[src/rtl/pma_lookup_sched.sv]
// pma_lookup_sched
//   Shared sequential PMA region lookup. A single 65-bit range comparator
//   walks the rule table one entry per cycle on behalf of one requester at
//   a time. Requesters are served round-robin.
//
// Ports
//   clk_i, rst_ni             clock, async active-low reset
//   cfg_we_i/idx/base/len/attr rule-table write port (legal in any state)
//   req_valid_i/addr_i        per-requester lookup request
//   req_ready_o               one-hot grant, combinational, IDLE only
//   rsp_valid_o/id_o/attr_o   registered lookup result, held until rsp_ready_i
//   busy_o                    high while scanning or presenting a result
//
// Build option
//   PMA_LOOKUP_FIRST_MATCH_EN: stop at the lowest-index matching rule and
//   return only its attributes. Default: OR of all matches, full-table scan.
module pma_lookup_sched #(
    parameter int unsigned NrRequesters = 2,
    parameter int unsigned NrRules      = 16,
    localparam int unsigned IdxW = (NrRules > 1) ? $clog2(NrRules) : 1,
    localparam int unsigned IdW  = (NrRequesters > 1) ? $clog2(NrRequesters) : 1
) (
    input  logic                       clk_i,
    input  logic                       rst_ni,
    input  logic                       cfg_we_i,
    input  logic [IdxW-1:0]            cfg_idx_i,
    input  logic [63:0]                cfg_base_i,
    input  logic [63:0]                cfg_len_i,
    input  logic [3:0]                 cfg_attr_i,
    input  logic [NrRequesters-1:0]    req_valid_i,
    input  logic [NrRequesters*64-1:0] req_addr_i,
    output logic [NrRequesters-1:0]    req_ready_o,
    output logic                       rsp_valid_o,
    output logic [IdW-1:0]             rsp_id_o,
    output logic [3:0]                 rsp_attr_o,
    input  logic                       rsp_ready_i,
    output logic                       busy_o
);

    typedef enum logic [1:0] {IDLE, SCAN, RESP} state_e;

    state_e            state_q, state_d;
    logic [IdxW-1:0]   idx_q, idx_d;
    logic [63:0]       addr_q, addr_d;
    logic [IdW-1:0]    id_q, id_d;
    logic [IdW-1:0]    rr_q, rr_d;
    logic              rsp_valid_q, rsp_valid_d;
    logic [3:0]        rsp_attr_q, rsp_attr_d;
`ifndef PMA_LOOKUP_FIRST_MATCH_EN
    logic [3:0]        acc_q, acc_d;
`endif

    logic [63:0] base_q [NrRules];
    logic [63:0] len_q  [NrRules];
    logic [3:0]  attr_q [NrRules];

    // Rule table: written straight from the config port; the scan reads the
    // pre-edge contents, so a write to an already-visited index is invisible.
    always_ff @(posedge clk_i or negedge rst_ni) begin
        if (!rst_ni) begin
            for (int r = 0; r < NrRules; r++) begin
                base_q[r] <= '0;
                len_q[r]  <= '0;
                attr_q[r] <= '0;
            end
        end else if (cfg_we_i && (32'(cfg_idx_i) < NrRules)) begin
            base_q[cfg_idx_i] <= cfg_base_i;
            len_q[cfg_idx_i]  <= cfg_len_i;
            attr_q[cfg_idx_i] <= cfg_attr_i;
        end
    end

    // Round-robin arbiter: first valid requester at or after rr_q.
    logic [NrRequesters-1:0] grant;
    logic [IdW-1:0]          gnt_idx;
    logic                    found;
    int unsigned             cand;

    always_comb begin
        grant   = '0;
        gnt_idx = '0;
        found   = 1'b0;
        cand    = 0;
        for (int unsigned i = 0; i < NrRequesters; i++) begin
            cand = 32'(rr_q) + i;
            if (cand >= NrRequesters) cand = cand - NrRequesters;
            if (!found && req_valid_i[cand]) begin
                found       = 1'b1;
                gnt_idx     = IdW'(cand);
                grant[cand] = 1'b1;
            end
        end
    end

    // Single shared comparator; 65-bit end address so base+len cannot wrap.
    logic [63:0] cur_base, cur_len;
    logic [3:0]  cur_attr;
    logic        hit, last;

    assign cur_base = base_q[idx_q];
    assign cur_len  = len_q[idx_q];
    assign cur_attr = attr_q[idx_q];
    assign hit  = (addr_q >= cur_base) &&
                  ({1'b0, addr_q} < ({1'b0, cur_base} + {1'b0, cur_len}));
    assign last = (32'(idx_q) == NrRules - 1);

    always_comb begin
        state_d     = state_q;
        idx_d       = idx_q;
        addr_d      = addr_q;
        id_d        = id_q;
        rr_d        = rr_q;
        rsp_valid_d = rsp_valid_q;
        rsp_attr_d  = rsp_attr_q;
`ifndef PMA_LOOKUP_FIRST_MATCH_EN
        acc_d       = acc_q;
`endif
        unique case (state_q)
            IDLE: begin
                if (found) begin
                    addr_d  = req_addr_i[gnt_idx*64 +: 64];
                    id_d    = gnt_idx;
                    idx_d   = '0;
`ifndef PMA_LOOKUP_FIRST_MATCH_EN
                    acc_d   = '0;
`endif
                    rr_d    = (32'(gnt_idx) == NrRequesters - 1) ? '0 : gnt_idx + 1'b1;
                    state_d = SCAN;
                end
            end
            SCAN: begin
                idx_d = idx_q + 1'b1;
`ifdef PMA_LOOKUP_FIRST_MATCH_EN
                if (hit || last) begin
                    rsp_attr_d  = hit ? cur_attr : 4'b0;
                    rsp_valid_d = 1'b1;
                    state_d     = RESP;
                end
`else
                acc_d = acc_q | (hit ? cur_attr : 4'b0);
                if (last) begin
                    rsp_attr_d  = acc_d;
                    rsp_valid_d = 1'b1;
                    state_d     = RESP;
                end
`endif
            end
            RESP: begin
                // No grant in the handshake cycle: IDLE is only entered next edge.
                if (rsp_ready_i) begin
                    rsp_valid_d = 1'b0;
                    state_d     = IDLE;
                end
            end
            default: state_d = IDLE;
        endcase
    end

    always_ff @(posedge clk_i or negedge rst_ni) begin
        if (!rst_ni) begin
            state_q     <= IDLE;
            idx_q       <= '0;
            addr_q      <= '0;
            id_q        <= '0;
            rr_q        <= '0;
            rsp_valid_q <= 1'b0;
            rsp_attr_q  <= '0;
`ifndef PMA_LOOKUP_FIRST_MATCH_EN
            acc_q       <= '0;
`endif
        end else begin
            state_q     <= state_d;
            idx_q       <= idx_d;
            addr_q      <= addr_d;
            id_q        <= id_d;
            rr_q        <= rr_d;
            rsp_valid_q <= rsp_valid_d;
            rsp_attr_q  <= rsp_attr_d;
`ifndef PMA_LOOKUP_FIRST_MATCH_EN
            acc_q       <= acc_d;
`endif
        end
    end

    // Gated with rst_ni so the grant is silent while reset is held.
    assign req_ready_o = (rst_ni && state_q == IDLE) ? grant : '0;
    assign rsp_valid_o = rsp_valid_q;
    assign rsp_attr_o  = rsp_attr_q;
    assign rsp_id_o    = id_q;
    assign busy_o      = (state_q != IDLE);

endmodule

[config.mk]
export PLATFORM = sky130hd
export DESIGN_NAME = pma_lookup_sched
export DESIGN_NICKNAME = d
export VERILOG_FILES = /design/src/rtl/pma_lookup_sched.sv
export SDC_FILE = /design/constraint.sdc
export NUM_CORES = 2
export LEC_CHECK = 0
export CAP_MARGIN = 15
export CORE_MARGIN = 2
export CORE_UTILIZATION = 35
export DETAILED_ROUTE_END_ITERATION = 10
export RECOVER_POWER = 25
export SKIP_LAST_GASP = 1
export SLEW_MARGIN = 10
export SYNTH_ARGS = -nofsm -noshare
export SYNTH_HDL_FRONTEND = slang
export SYNTH_SLANG_ARGS = --single-unit
[constraint.sdc]
create_clock -name clk_i -period 7 [get_ports clk_i]
set_input_delay 0.7 -clock clk_i [delete_from_list [all_inputs] [get_ports clk_i]]
set_output_delay 0.7 -clock clk_i [all_outputs]
set_load 0.01 [all_outputs]
==> impl_metrics.py <==
metrics = {
    "timing": {
        "worst_pin_slew_ps": 4290,
        "hold_violations": 0,
        "rsz0062_at_grt": "yes",
        "min_period_over_period_pct": 97.9,
        "slew_violations": 1060,
        "fin_ws_ps": 148,
        "period_needed_ps": 6850,
        "skew_ps": 93.8,
        "setup_viol": 0,
        "max_freq_mhz": 146,
        "slew_headroom_pct": -186,
    },
    "synthesis": {
        "synthTopCellsByArea": "dfrtp_1, mux2_2, mux4_2",
        "synthAdderAreaFrac_pct": 2.31,
        "synth_compound_area_share_pct": 6.66,
        "yosysWarnings": 0,
        "synth_cell_type_count": 79,
        "synthCells": 7571,
        "synth_area_um2": 105000,
        "syn_area_per_cell_um2": 13.9,
        "synthFlopType": "dfrtp_1",
        "synth_top_area_share_pct": 52.3,
        "synthXorXnorAreaFrac_pct": 0.517,
        "synth_nets": 8034,
        "synth-simple-area-share_pct": 1.91,
        "ys_seq_area_share_pct": 52.3,
        "synth_top_family_by_area": "multiplexers",
        "yosysTopAreaCell": "dfrtp_1",
        "yosys_register_bits": 2193,
        "async_flop_share_pct": 100,
        "synth_edf_count": 0,
        "synth_mux_area_share_pct": 33.6,
    },
    "cts": {
        "cts_tree": "built",
        "cts-root-buf": "clkbuf_16",
        "numClockSinks": 2193,
        "clk_latency_ps": 980,
        "clk_pin_slew_ps": 70,
        "numCtsBuffers": 241,
        "cts_max_level": 4,
        "clockBufferDepth": 4,
    },
    "routing": {
        "post_drt_wl_per_cell_um": 26.9,
        "drc_errors": 0,
        "viasPerCell": 5.51,
        "dr.pass1.iters": 8,
        "initialDrtViolationCount": 5227,
        "vias": 66700,
        "drt_wl_total_mm": 325,
        "antenna_left": 0,
    },
    "setup_path": {
        "cp.required_ps": 7770,
        "endpoint_kind": "flip-flop",
        "crit_path_start_kind": "flip-flop",
        "critPathMaxStageDelay_ps": 540,
        "slowest_stage": "dfrtp_4",
        "reg2reg_depth": 37,
        "critical_path_class": "reg2reg",
        "cpLargestDelayFamily": "compound AO/OA/AOI/OAI gates",
        "crit_cells": 37,
        "path_max_fanout": 6,
        "timing.critical_path.mode_cell": "buf_4",
        "crit_buf_inv": 12,
        "worstPathArrival_ps": 7620,
    },
    "floorplanning": {
        "start_util_pct": 35.1,
        "die_x_um": 552,
        "num_rows": 201,
        "dieArea_um2": 304000,
        "coreArea_um2": 299000,
        "ioPinCount": 279,
        "die-height_um": 552,
    },
    "layout": {
        "fin_area_um2": 124000,
        "fin_nets": 8412,
        "layout_commonest_cell": "mux2_2",
        "final_cell_mix": "mux2_2, dfrtp_1, mux2i_1",
        "drive_gt1_share_pct": 43.0,
        "instances_no_fill": 12100,
        "fin_util_pct": 41.6,
        "synthToLayoutAreaGrowth_pct": 18.4,
    },
    "placed_design": {
        "pre_cts_slack_ps": -214,
        "portBuffers": 278,
        "dp.cells": 11600,
        "dp_hpwl_mm": 198,
        "gp_congestion": 0.908,
        "placed_area_um2": 115000,
    },
    "global_routing": {
        "grt_max_degree": 193,
        "grt_pass1_vias": 70100,
        "track_usage_pct": 21.1,
        "antenna_found_initial": 53,
        "grt_overflow_total": 0,
        "grt_first_pass_wirelength_mm": 480,
    },
    "min_path": {
        "min_path_type": "in2reg",
        "worstHoldPathCells": 3,
    },
    "power_and_ir_drop": {
        "total_power_w": 0.0618,
        "peakVddDrop_mv": 0.350,
        "leakage_nw": 54.2,
        "powerDensity_nw_per_um2": 497,
    },
    "run": {
        "cap_viol_max_count": 20,
    },
    "outcome": {
        "violations": "capacitance limit, slew limit",
        "outcome": "finished with violations",
    },
}
area by class of cell:
type                       count  area [µm²]
tap                         3958        4950
antenna                       12        30.0
timing repair buffer         759        7830
multi-input combinational   4609       47800
fill                       27300      175000
clock buffer                 351        7050
inverter                     145         544
clock inverter                88        1250
sequential                  2193       54900
flip-flops by register name, summed over array words and instances, names as in the netlist, 2 cells and up:
name / cells
state_q: 2
len_q: 1024
attr_q: 64
rsp_attr_o: 4
base_q: 1024
acc_q: 4
idx_q: 4
addr_q: 64
where the power goes:
| group | leakage, nW | switching [W] | internal (W) |
|---|---|---|---|
| combinational | 23.3 | 0.0156 | 0.0151 |
| sequential | 26.9 | 0.00207 | 0.0157 |
| clock | 4.05 | 0.00539 | 0.00779 |
| total | 54.2 | 0.0231 | 0.0387 |
kinds of logic after synthesis:
kind of cell,Yosys count
adder cells (fa/ha/maj),193
XOR/XNOR,62
AND/OR/NAND/NOR,403
flip-flops,2193
buffers and inverters,769
AO/OA/AOI/OAI,1049
multiplexers,2902
worst reg2reg max path, delay by kind of cell, from the launching register on:
family,cells,cell delay (ps)
xor gates and xnor gates,1,140
buffers and inverters,12,1800
DFF,1,540
muxes,1,130
adders and majority gates,2,420
AOI/OAI and AO/OA,13,2300
and+or+nand+nor,8,1420
worst paths after layout:
check / from / end / slack [ps]
worst min register to register: rsp_id_o / rsp_id_o / 480
worst min-delay path: req_addr_i[80] / addr_q[16] / 340
min in group asynchronous: rst_ni / base_q[230] / 380
worst max-delay path: idx_q[0] / acc_q[0] / 150
worst max register to register: idx_q[0] / acc_q[0] / 150
max in group asynchronous: rst_ni / len_q[197] / 1900
routing by layer:
layer / track usage (%) / wire length, µm / up-vias / part of all wire (%)
met5: 0 / 154 / - / 0.047
met4: 7.30 / 13200 / 26 / 4.0
met3: 3.36 / 15200 / 543 / 4.7
met2: 35.9 / 159000 / 1512 / 49
met1: 27.3 / 138000 / 35700 / 42
li1: - / - / 28900 / -
stage by stage:
stage	TNS, ps	hold slack, ps
2_1_floorplan	0	404
5_1_grt	-917	310
3_5_place_dp	-1280	466
3_3_place_gp	-1930	461
6_report	0	342
4_1_cts	0	283
cells in the mapped netlist (5+ instances only):
master	number
mux2_2	2242
dfrtp_1	2193
clkbuf_1	518
mux2i_1	390
o21ai_0	311
mux4_2	270
a21oi_1	238
ha_1	192
inv_1	145
nand2_1	141
a221oi_1	131
a22oi_1	129
a21o_1	72
and2_1	70
buf_1	68
nor2_1	65
a222oi_1	64
xnor2_1	40
buf_2	38
nand4_1	30
xor2_1	22
nand3_1	21
nor2b_1	17
nand2b_1	14
nor3_1	14
o211ai_1	13
o21bai_1	10
o21a_1	9
a211oi_1	7
and3_1	5
nand3b_1	5
or3_1	5
repair_timing:
action	in CTS	in global routing
gates cloned	6	3
gates resized for setup	66	121
hold buffers	1	0
endpoints found under the hold margin	63	0
buffers inserted	24	32
pin swaps	12	55
endpoints found under the setup margin	8	8
No activity file was read; power rests on OpenSTA's default activity.
